`src/rtl/regfile_write_arbiter.sv`:
```
// regfile_write_arbiter: arbitrates two writeback sources onto one register-file write port.
// Optional feature macro: RF_ARB_STARVE_GUARD_EN enables the port-1 starvation guard
// (wait counter plus FORCE1 state). Without it, port 0 always has strict priority.
// Ports:
//   clk, rst                  : clock, synchronous active-high reset
//   valid0/ready0/addr0/data0 : pipeline writeback request (high priority)
//   valid1/ready1/addr1/data1 : multi-cycle unit writeback request
//   regWrite, writeRegister,
//   writeData                 : registered register-file write, one cycle after accept
//   grant1Pending             : valid1 high and not accepted this cycle
module regfile_write_arbiter #(
    parameter int WordLen  = 32,
    parameter int AddrBits = 5,
    parameter int MaxWait  = 4
) (
    input  logic                clk,
    input  logic                rst,
    input  logic                valid0,
    output logic                ready0,
    input  logic [AddrBits-1:0] addr0,
    input  logic [WordLen-1:0]  data0,
    input  logic                valid1,
    output logic                ready1,
    input  logic [AddrBits-1:0] addr1,
    input  logic [WordLen-1:0]  data1,
    output logic                regWrite,
    output logic [AddrBits-1:0] writeRegister,
    output logic [WordLen-1:0]  writeData,
    output logic                grant1Pending
);
    if (MaxWait < 1 || MaxWait > 15) begin : g_bad_max_wait
        $error("MaxWait must be in 1..15");
    end
    logic                acc0, acc1;
    logic                reg_write_d, reg_write_q;
    logic [AddrBits-1:0] write_register_d, write_register_q;
    logic [WordLen-1:0]  write_data_d, write_data_q;
`ifdef RF_ARB_STARVE_GUARD_EN
    typedef enum logic {NORMAL, FORCE1} state_t;
    localparam logic [3:0] WaitLimit = 4'(MaxWait);
    state_t     state_q, state_d;
    logic [3:0] wait_q, wait_d;
    // FORCE1 hands the port to unit 1 unconditionally so it cannot starve.
    always_comb begin
        ready0 = !rst && valid0 && state_q == NORMAL;
        ready1 = !rst && (state_q == FORCE1 || (valid1 && !valid0));
    end
    // Entering FORCE1 on the same edge the counter hits the limit gives ready1
    // in the MaxWait-th cycle after the first refusal.
    always_comb begin
        wait_d  = (!valid1 || acc1) ? 4'd0 : (wait_q == WaitLimit ? wait_q : wait_q + 4'd1);
        state_d = acc1 ? NORMAL : (wait_d == WaitLimit ? FORCE1 : state_q);
    end
`else
    always_comb begin
        ready0 = !rst && valid0;
        ready1 = !rst && valid1 && !valid0;
    end
`endif
    assign acc0          = valid0 && ready0;
    assign acc1          = valid1 && ready1;
    assign grant1Pending = valid1 && !ready1;
    // Register 0 is hardwired: its request is consumed but never written.
    always_comb begin
        reg_write_d      = (acc0 && addr0 != '0) || (acc1 && addr1 != '0);
        write_register_d = acc0 ? addr0 : acc1 ? addr1 : write_register_q;
        write_data_d     = acc0 ? data0 : acc1 ? data1 : write_data_q;
    end
    always_ff @(posedge clk) begin
        if (rst) begin
            reg_write_q      <= 1'b0;
            write_register_q <= '0;
            write_data_q     <= '0;
`ifdef RF_ARB_STARVE_GUARD_EN
            state_q          <= NORMAL;
            wait_q           <= 4'd0;
`endif
        end else begin
            reg_write_q      <= reg_write_d;
            write_register_q <= write_register_d;
            write_data_q     <= write_data_d;
`ifdef RF_ARB_STARVE_GUARD_EN
            state_q          <= state_d;
            wait_q           <= wait_d;
`endif
        end
    end
    assign regWrite      = reg_write_q;
    assign writeRegister = write_register_q;
    assign writeData     = write_data_q;
endmodule

```
`config.mk`:
```
export PLATFORM = sky130hd
export DESIGN_NAME = regfile_write_arbiter
export DESIGN_NICKNAME = d
export VERILOG_FILES = /design/src/rtl/regfile_write_arbiter.sv
export SDC_FILE = /design/constraint.sdc
export NUM_CORES = 1
export LEC_CHECK = 0
export ABC_AREA = 0
export CELL_PAD_IN_SITES_DETAIL_PLACEMENT = 0
export CELL_PAD_IN_SITES_GLOBAL_PLACEMENT = 1
export CORE_UTILIZATION = 28
export DETAILED_ROUTE_END_ITERATION = 10
export PLACE_DENSITY_LB_ADDON = 0.1
export SKIP_CTS_REPAIR_TIMING = 1
export SLEW_MARGIN = 15
export SYNTH_ARGS = -nofsm -noshare
export SYNTH_HDL_FRONTEND = slang
export SYNTH_SLANG_ARGS = --single-unit
```
`constraint.sdc`:
```
create_clock -name clk -period 2.01 [get_ports clk]
set_input_delay 0.402 -clock clk [delete_from_list [all_inputs] [get_ports clk]]
set_output_delay 0.402 -clock clk [all_outputs]
set_load 0.01 [all_outputs]
```
* Yosys cells after proc, flatten, opt, wreduce, memory -nomap -nowiden
Index checks and enable logic that the tools add are counted.
** Word-level totals
- Output and inout port bits :: 41
- Bits of input ports :: 78
- Logic and storage cells :: 22
- Bits in registers :: 38
** Operators by class
- Reductions and logical operators :: 15
- Muxes and demuxes :: 4
** Operators with widths (number)
- $mux W32 :: 2
- $mux W5 :: 2
- $reduce_bool A5 Y1 :: 2
- $logic_and A1 B1 Y1 :: 8
- $logic_not A1 Y1 :: 3
- $reduce_bool A2 Y1 :: 1
- $logic_or A1 B1 Y1 :: 1

* Logic depth before layout (Yosys ltp)
- Depth in word-level cells :: 6
- Gate-level depth with buffers :: 5
- Gate-level depth less buffers :: 3

* Worst setup path before layout
Ideal clock, no wire load.
- Kind :: input port to output port
- From :: input port valid1
- To :: output port grant1Pending
- Data required time :: 1.608 ns
- Cell stages on the path :: 3
- Setup slack :: 0.683 ns
- Buffers on the path :: 1
- Arrival :: 0.925 ns
- Cells stage by stage :: buf_6 -> nor3b_2 -> nor2b_1
** Between the ends
- Longest elaborated chain between the ends :: 4
** Ends and longest elaborated chain
- start: declaration :: RTL line 22 : input logic valid1,
- $logic_and A1 B1 Y1 (2 in series) :: RTL line 57 : ready1 = !rst && valid1 && !valid0;
- via ready1 :: RTL line 23 : output logic ready1,
- $logic_not A1 Y1 :: RTL line 62 : assign grant1Pending = valid1 && !ready1;
- $logic_and A1 B1 Y1 :: RTL line 62
- end: declaration :: RTL line 29 : output logic grant1Pending
The timed path passes the listed nets, and every way through them passes these cells.

* Final worst setup path
- From :: input port rst
- To :: output port grant1Pending
** Between the ends
- Longest elaborated chain between the ends :: 5
** Ends and longest elaborated chain
- start: declaration :: RTL line 17 : input logic rst,
- $logic_not A1 Y1 :: RTL line 57
- $logic_and A1 B1 Y1 (2 in series) :: RTL line 57
- $logic_not A1 Y1 :: RTL line 62
- $logic_and A1 B1 Y1 :: RTL line 62
No other way between the ends.

==> impl_results.md <==
- Outcome: complete, no violations
- CTS tree: yes
- Post-synthesis xor/xnor area fraction: 0
- Final wirelength: 5.11 mm
- Fin area: 3220 um2
- Die height: 83.3 um
- Tcrit/Tclk final: 0.887
- Cell variety after synth: 15
- Antenna fix cells: 0
- Fillers: 637
- Startpoint types: primary input
- Final Power: 1.97 mW
- Clock skew: 0 ps
- Die X: 83.3 um
- Post-route ant nets: 0
- Mapped Cells: 169
- Initial DRC Count: 34
- Vias in the first global route: 1722
- CTS buffer count: 5
- Worst EP required: 1610 ps
- IO buf count: 118
- GPL Wtd Cong: 0.724
- Clock Latency Late Sink: 290 ps
- Peak supply drop: 259 uV
- Core ar.: 6350 um2
- Worst Hold Class: in2reg
- Mapped Nets: 247
- Simple-gate area share of the yosys netlist: 0.0987
- Row count: 29
- Worst Path Arrival: 1380 ps
- I/O pin total: 119
- Post-Syn Area: 1850 um2
- Setup slack at placement: -149 ps
- Residual DRC: 0
- Die area: 6940 um2
- Overflow after GRT: 0
- Most common library cell in the layout ignoring fill and taps: clkdlybuf4s50_1
- Yosys warns: 0
- Slew margin rel.: 0.682
- Main combinational cell family by area after synthesis: multiplexers
- Via/cell ratio: 4.51
- Gr usage total: 0.152
- Clk slew on worst S/H paths: 70 ps
- Average cell area after synthesis: 10.9 um2
- Dominant cells by area after synthesis: dfxtp_1 (41%), mux2i_1 (20%), mux2_2 (17%), nor2_1 (7.5%), mux2_4 (7.3%)
- Crit Path Max Fanout: 4
- Final hold viol count: 0
- Final max-slew violation count: 0
- First-pass GRT wire length: 8.35 mm
- Minimum clock period after layout: 1780 ps
- H-tree depth: 2
- Most frequent cells in the layout: clkdlybuf4s50_1 (114), dfxtp_1 (38), mux2i_1 (37), nor2_1 (37), mux2_2 (28)
- Vias: 1659
- Seq cells post-synth: 38
- Leak: 1.39 nW
- Initial Utilization: 0.291
- Clock Tree Root: clkbuf_8
- Yosys top cell area share: 0.411
- Compound-Gate Fraction of Synth Area: 0.00541
- Fmax: 0.561 GHz
- Initial antenna violation count: 0
- CP endpoint kind: output pin
- Finish-stage setup viols: 0
- Adder-Cell Fraction of Synth Area: 0
- RSZ-0062 raised after global routing: false
- Share of cells above drive strength 1: 0.192
- WL/cell: 13.9 um
- CTS max path bufs: 2
- Post-placement cell area: 3090 um2
- Largest net degree at the start of global routing: 31
- Num Clock Sinks: 38
- Max cap viols: 0
- Synth-to-Final Area Change: 73.8%
- Drt first pass iters: 3
- Seq/Total Area, Yosys: 0.411
- Slew at the pin closest to its max-slew limit: 477 ps
- Synth area leader: dfxtp_1
- Mux cell area share after synthesis: 0.444
- Crit Path Category: in2out
- Pwr Density: 612 nW/um2
- Hpwl dp: 3.69 mm
- Final worst-path setup slack: 227 ps
- Fin nets: 368
-- critical path, stage by stage --
cell and delay (ps):
dlymetal6s2s_1 170, nor3b_2 250, nor2b_1 80, clkdlybuf4s50_1 480
-- stage by stage --
step | std cells | hold slack (ps) | TNS, ps | util
after floorplan | 169 | 526 | 0 | -
after global placement | 359 | 599 | -228 | 0.487
after detailed placement | 359 | 606 | -304 | 0.487
after CTS | 367 | 524 | -344 | 0.505
after global routing | 368 | 544 | 0 | 0.507
final | 368 | 525 | 0 | 0.507
-- layout make-up --
cell class | count | area, um2 | share of cell area
tap | 77 | 96.3 | 0.0299
sequential | 38 | 761 | 0.236
clock buffer | 8 | 110 | 0.0342
multi-input combinational | 119 | 1010 | 0.315
timing repair buffer | 126 | 1240 | 0.384
-- final timing paths --
kind / from / endpoint / slack (ps) / depth (start not counted)
min: rst / regWrite$_SDFF_PP0_ / 530 / 4
min reg2reg: writeData[7]$_SDFFE_PP0P_ / writeData[7]$_SDFFE_PP0P_ / 620 / 3
max: rst / grant1Pending / 230 / 4
max reg2reg: writeData[9]$_SDFFE_PP0P_ / writeData[9]$_SDFFE_PP0P_ / 1140 / 3
-- synth_stat cells --
master    count
buf_2         4
buf_4         3
buf_6         2
clkbuf_1      3
dfxtp_1      38
mux2_2       28
mux2_4        9
mux2i_1      37
nand2_1       1
nor2_1       37
nor2b_1       2
nor3b_2       1
o21ai_0       1
o21ai_1       1
or4_1         2
-- sequential cells by signal (all words and copies together) (netlist names) --
| signal | flops |
|---|---|
| writeData | 32 |
| regWrite | 1 |
| writeRegister | 5 |
-- routing by layer --
metal / global-route usage / vias to the layer above / wire length, um
met5: 0 / - / 0
met4: 0.0423 / 0 / 45
met1: 0.177 / 762 / 2160
met3: 0.0537 / 5 / 433
met2: 0.262 / 66 / 2470
li1: - / 826 / -
-- report_power, final --
group | leakage, nW | switching, mW | internal [mW] | total (mW)
logic | 1.02 | 0.171 | 0.346 | 0.517
registers | 0.316 | 0.0237 | 0.808 | 0.831
clock network | 0.0575 | 0.274 | 0.347 | 0.621
-- cells by family (layout without fill, tap and decap cells) --
group | Yosys count | after routing
AO/OA/AOI/OAI | 2 | 2
multiplexers | 74 | 74
AND/OR/NAND/NOR | 43 | 43
buffers and inverters | 12 | 134
flip-flops | 38 | 38
No activity file was read; power rests on OpenSTA's default activity.
